--- config.mk ---
export PLATFORM = sky130hd
export DESIGN_NAME = fetch_unit
export DESIGN_NICKNAME = d
export VERILOG_FILES = /design/src/rtl/fetch_unit.sv
export SDC_FILE = /design/constraint.sdc
export NUM_CORES = 1
export LEC_CHECK = 0
export ABC_CLOCK_PERIOD_IN_PS = 2300
export CORE_UTILIZATION = 40
export CTS_CLUSTER_DIAMETER = 40
export CTS_CLUSTER_SIZE = 28
export DETAILED_ROUTE_END_ITERATION = 10
export GPL_TIMING_DRIVEN = 0
export PLACE_DENSITY = 0.78
export SLEW_MARGIN = 20
export SYNTH_ARGS = -nofsm -noshare
export SYNTH_HDL_FRONTEND = slang
export SYNTH_SLANG_ARGS = --single-unit
--- constraint.sdc ---
create_clock -name clk -period 2.3 [get_ports clk]
set_input_delay 0.345 -clock clk [delete_from_list [all_inputs] [get_ports clk]]
set_output_delay 0.345 -clock clk [all_outputs]
set_load 0.01 [all_outputs]
--- src/rtl/fetch_unit.sv ---
// fetch_unit: PC + instruction register to decode (clk, rst, instr_addr/instr ROM port, ir/ir_pc/ir_valid/ir_ready decode port, redirect/redirect_pc, halt/halted)
module fetch_unit #(
  parameter int ADDR_W = 2,
  parameter int INSTR_W = 15,
  parameter logic [ADDR_W-1:0] RESET_PC = '0
) (
  input  logic               clk,
  input  logic               rst,
  output logic [ADDR_W-1:0]  instr_addr,
  input  logic [INSTR_W-1:0] instr,
  output logic [INSTR_W-1:0] ir,
  output logic [ADDR_W-1:0]  ir_pc,
  output logic               ir_valid,
  input  logic               ir_ready,
  input  logic               redirect,
  input  logic [ADDR_W-1:0]  redirect_pc,
  input  logic               halt,
  output logic               halted
);
  localparam logic [1:0] IDLE = 2'd0, RUN = 2'd1, HALT = 2'd2;
  logic [1:0] state, state_n;
  logic [ADDR_W-1:0] pc, pc_n;
  logic run, load, valid_n;
  always_comb begin
    run = state == RUN;
    load = run && !redirect && !halt && (!ir_valid || ir_ready);
    state_n = state == IDLE ? RUN : (run && halt) ? HALT : state;
    pc_n = (run && redirect) ? redirect_pc : load ? pc + ADDR_W'(1) : pc;
    valid_n = (run && redirect) ? 1'b0 : load ? 1'b1 : ir_valid && !ir_ready;
  end
  always_ff @(posedge clk or posedge rst) begin
    if (rst) begin
      state <= IDLE;
      pc <= RESET_PC;
      ir <= '0;
      ir_pc <= '0;
      ir_valid <= 1'b0;
    end else begin
      state <= state_n;
      pc <= pc_n;
      ir_valid <= valid_n;
      if (load) begin
        ir <= instr;
        ir_pc <= pc;
      end
    end
  end
  assign instr_addr = pc;
  assign halted = state == HALT;
endmodule

; After elaboration in Yosys (flattened, before gate mapping)
; Cells that the tools add are included.
[totals]
regBits = 22
latch_bits = 0
mem_bits_rw = 0
mem_bits_ro = 0
inputBits = 22
word_cells = 28
memories = 0
[op_classes]
addsub = 1
n_mul = 0
div = 0
n_lt_le_gt_ge = 0
n_eq_ne = 2
shifts = 0
mux = 6
n_bitwise = 0
n_reduce_logical = 14
[op_table]
columns = operator, n
row1 = $mux W2, 4
row2 = $logic_and A1 B1 Y1, 6
row3 = $logic_not A1 Y1, 4
row4 = $reduce_bool A2 Y1, 2
row5 = $add A2 B1 Y2 const B, 1
row6 = $eq A2 B1 Y1 const B, 1
row7 = $eq A2 B2 Y1 const B, 1
row8 = $logic_not A2 Y1, 1
row9 = $mux W1, 2
row10 = $logic_or A1 B1 Y1, 1

; Longest topological paths before layout
[logic_depth]
ltp_word = 6
ltp_mapped = 5
mapped_depth_nobuf = 3

; Worst setup path after synthesis
; Ideal clock, no wire load.
[synth_timing]
path_type = register -> register
from = register state[1]
to = register ir[0]
setup_ps = 125
t_arrival_ps = 1725
required_time_ps = 2175
path_slack_ps = 450
stages_incl_launch_ff = 6
period_less_slack_ps = 1850
path_cell_list = dfrtp_1 or3b_1 buf_6 nor3_4 buf_12 mux2_4
[synth_via]
elab_chain_len = 4
[synth_rtl]
columns = element, line
row1 = from (decl), 21  ; logic [1:0] state, state_n;
row2 = from (signal assigned), 39  ; state <= state_n;
row3 = $eq A2 B1 Y1, 25  ; run = state == RUN;
row4 = $logic_and A1 B1 Y1 (3 in series), 26  ; load = run && !redirect && !halt && (!ir_valid || ir_ready);
row5 = to (signal assigned), 43  ; ir <= instr;
row6 = to (decl), 11  ; output logic [INSTR_W-1:0] ir,
; No other way between the ends.
; A chain may end at the register's enable or synchronous reset.

; Worst setup path after layout
[layout_timing]
from = input port halt
to = register ir[4]
[layout_via]
elab_chain_len = 3
[layout_rtl]
columns = element, line
row1 = from (decl), 17  ; input logic halt,
row2 = $logic_not A1 Y1, 26
row3 = $logic_and A1 B1 Y1 (2 in series), 26
; No other way between the ends.

==> results.yml <==
global_routing:
  grt-ovfl-total: 0
  grt_pass1_wl_um: 2940
  antenna_found_initial: 0
  grt_max_degree: 23
  grt_use_total: 0.149
  grt_pass1_vias: 681
clock_network:
  cts.sinks: 22
  clock_latency_ns: 0.29
  postCtsHoldBufs: 0
  ctsResizeCount: 0
  clock_path_buffers: 2
  numCtsBuffers: 3
  h-tree-depth: 1
  root_buffer: "clkbuf_4"
  post_cts_buffers: 0
  cts_tree: "built"
  clkTransAtPathRegs_ns: 0.11
worst_setup_path:
  crit_family: "buffers and inverters"
  cp-end-kind: "register"
  r2r_slack_ns: 0.30
  cp-start-kind: "input pin"
  cp.arrival_ns: 2.19
  worst-path-max-fanout: 10
  worst-path-buf-inv: 3
  path_cells: "clkdlybuf4s50_1 -> or3b_1 -> buf_6 -> nor3_4 -> buf_12 -> mux2_4"
  cpPeakStageDelay_ns: 0.42
  cp.required_ns: 2.49
  r2r-start: "state[1]$_DFFE_PP0P_"
  reg2reg_to: "ir[4]$_DFFE_PP0P_"
  slowest_stage: "clkdlybuf4s50_1"
  worstSetupPathType: "in2reg"
  reg2reg_depth: 5
placed_design:
  io_buffers: 42
  placed_cells: 133
  place.gp.congestion: 0.699
  dp_hpwl_um: 1350
finish:
  area_growth_pct: 49.7
  drive_above_1_share: 0.231
  final_util: 0.645
  fin_cells: 136
  finalNetCount: 132
  fillers: 179
  antenna_cells: 0
  multi_input_area_um2: 377
  seq_area_um2: 551
sta:
  finalHoldViolCount: 0
  rsz0062_at_grt: "false"
  max-slew-margin-rel: 0.454
  finalCriticalPeriod_ns: 2.00
  setup_viol: 0
  tightestPinTransition_ns: 0.818
  drv_slew: 0
  fmax_mhz: 500
  finClkSkew_ns: 0.00172
  fin_crit_sh: 0.870
  whs_ns: 0.515
logic_synthesis:
  yosys.area.top_type: "dfrtp_1"
  ys_top_cells_by_count: "dfrtp_1 (22), mux2_4 (10), mux2_2 (7)"
  yosys.cell_types.count: 23
  synth_most_common_cell: "dfrtp_1"
  ys_seq_area_frac: 0.572
  synth-xor-area-share: 0
  ys.flop_type: "dfrtp_1"
  synth_fa_ha_area_frac: 0
  synth.net_count: 85
  synthesis.area_um2: 962
  async_flop_share: 1.00
  yosys_warnings: 0
  synth_top_family_by_area: "multiplexers"
  avgSynthCellArea_um2: 15.3
  yosysTopAreaCellShare: 0.572
  synth_compound_gate_area_share: 0.0299
  synth_area_leaders: "dfrtp_1 (57%), mux2_4 (16%), mux2_2 (8.2%)"
  ys_ff_latch: 22
  synthCells: 63
  synth_edf_count: 0
  synth_mux_area_frac: 0.238
  yosys.area_share.simple: 0.124
drt:
  wl_um: 1810
  via_per_inst: 4.93
  top_layer: "met3"
  wl_met3_um: 158
  wl_met1_um: 792
  drt-wirelength-per-cell_um: 13.3
  wl_met2_um: 860
  vias: 670
  ant_nets: 0
  drt-initial-drc-count: 19
  dr.pass1.iters: 4
  drc_errors: 0
outcome:
  status: "finished clean"
pwr:
  power_frac_seq: 0.537
  max-vdd-ir-drop_uv: 345
  p_sw_mw: 0.214
  power_mw: 0.874
  p_sw_frac: 0.245
  leakagePower_nw: 0.620
  pwr_density_cell_mw_per_mm2: 607
  power_frac_comb: 0.274
  p_int_mw: 0.660
  clkPwrFrac: 0.189
floorplanning:
  die_h_um: 51.0
  coreArea_mm2: 0.00223
  start_util: 0.431
  io_pins: 43
  rows: 17
  fp.dieW_um: 51.0
  dieArea_mm2: 0.00261
min_path:
  hold_class: "in2async"
run:
  max_cap_violations: 0
[cells by family (layout without fill, tap and decap cells)]
family	count (synthesis)	count (layout)
compound gates	4	4
buf+inv	3	48
flops	22	22
mux	17	17
simple gates	17	17
[how the worst max path moves through the flow]
stage	from	endpoint	slack, ns	cells after the start
finish	halt	ir[4]$_DFFE_PP0P_	0.30	6
global route	state[1]$_DFFE_PP0P_	ir[4]$_DFFE_PP0P_	0.22	5
CTS	halt	ir[4]$_DFFE_PP0P_	0.29	6
detailed placement	halt	ir[4]$_DFFE_PP0P_	-0.03	6
global placement	halt	ir[10]$_DFFE_PP0P_	-0.02	6
floorplan	state[1]$_DFFE_PP0P_	ir[0]$_DFFE_PP0P_	0.45	5
[sequential cells by signal, indices dropped and copies added, names as in the netlist]
signal      count
instr_addr      2
ir             15
ir_pc           2
ir_valid        1
state           2
[cells in the final DEF, fill, tap and decap left out, types with 3 or more instances in the layout]
cell / count
clkbuf_4: 3
clkdlybuf4s50_1: 42
dfrtp_1: 22
mux2_2: 7
mux2_4: 10
nand2b_1: 3
nor2_1: 3
[stage by stage]
step	setup WS, ns	area, um2	TNS, ns
global placement	-0.0175	1420	-0.149
global route	0.219	1440	0
floorplan	0.450	962	0
CTS	0.292	1440	0
finish	0.298	1440	0
detailed placement	-0.0322	1420	-0.261
[metal layers]
layer / vias to the layer above / global-route usage
met2: 37 / 0.257
li1: 312 / -
met3: 0 / 0.0387
met4: 0 / 0.0278
met5: - / 0
met1: 321 / 0.189
[power by group through the flow]
stage	registers, mW	clock network (mW)	logic, mW
2_1_floorplan	0.493	0	0.0738
3_3_place_gp	0.473	0	0.239
3_5_place_dp	0.477	0	0.241
4_1_cts	0.470	0.173	0.243
5_1_grt	0.477	0.192	0.259
6_report	0.469	0.165	0.239
[final cells by class]
| type | instances | area share |
|---|---|---|
| plain buffers | 2 | 0.0217 |
| clock buffers | 3 | 0.0156 |
| inverters | 1 | 0.00261 |
| multi-input cells | 38 | 0.262 |
| flip-flops and latches | 22 | 0.382 |
| well taps | 28 | 0.0243 |
| repair buffers | 42 | 0.292 |
[worst register-to-register path: cells and delay by family, from the launching register on]
family                 cells  cell delay (ns)
flip-flops                 1             0.44
multiplexers               1             0.31
buffers and inverters      2             0.35
AND/OR/NAND/NOR            2             0.80
Power figures use the tool's default switching activity.
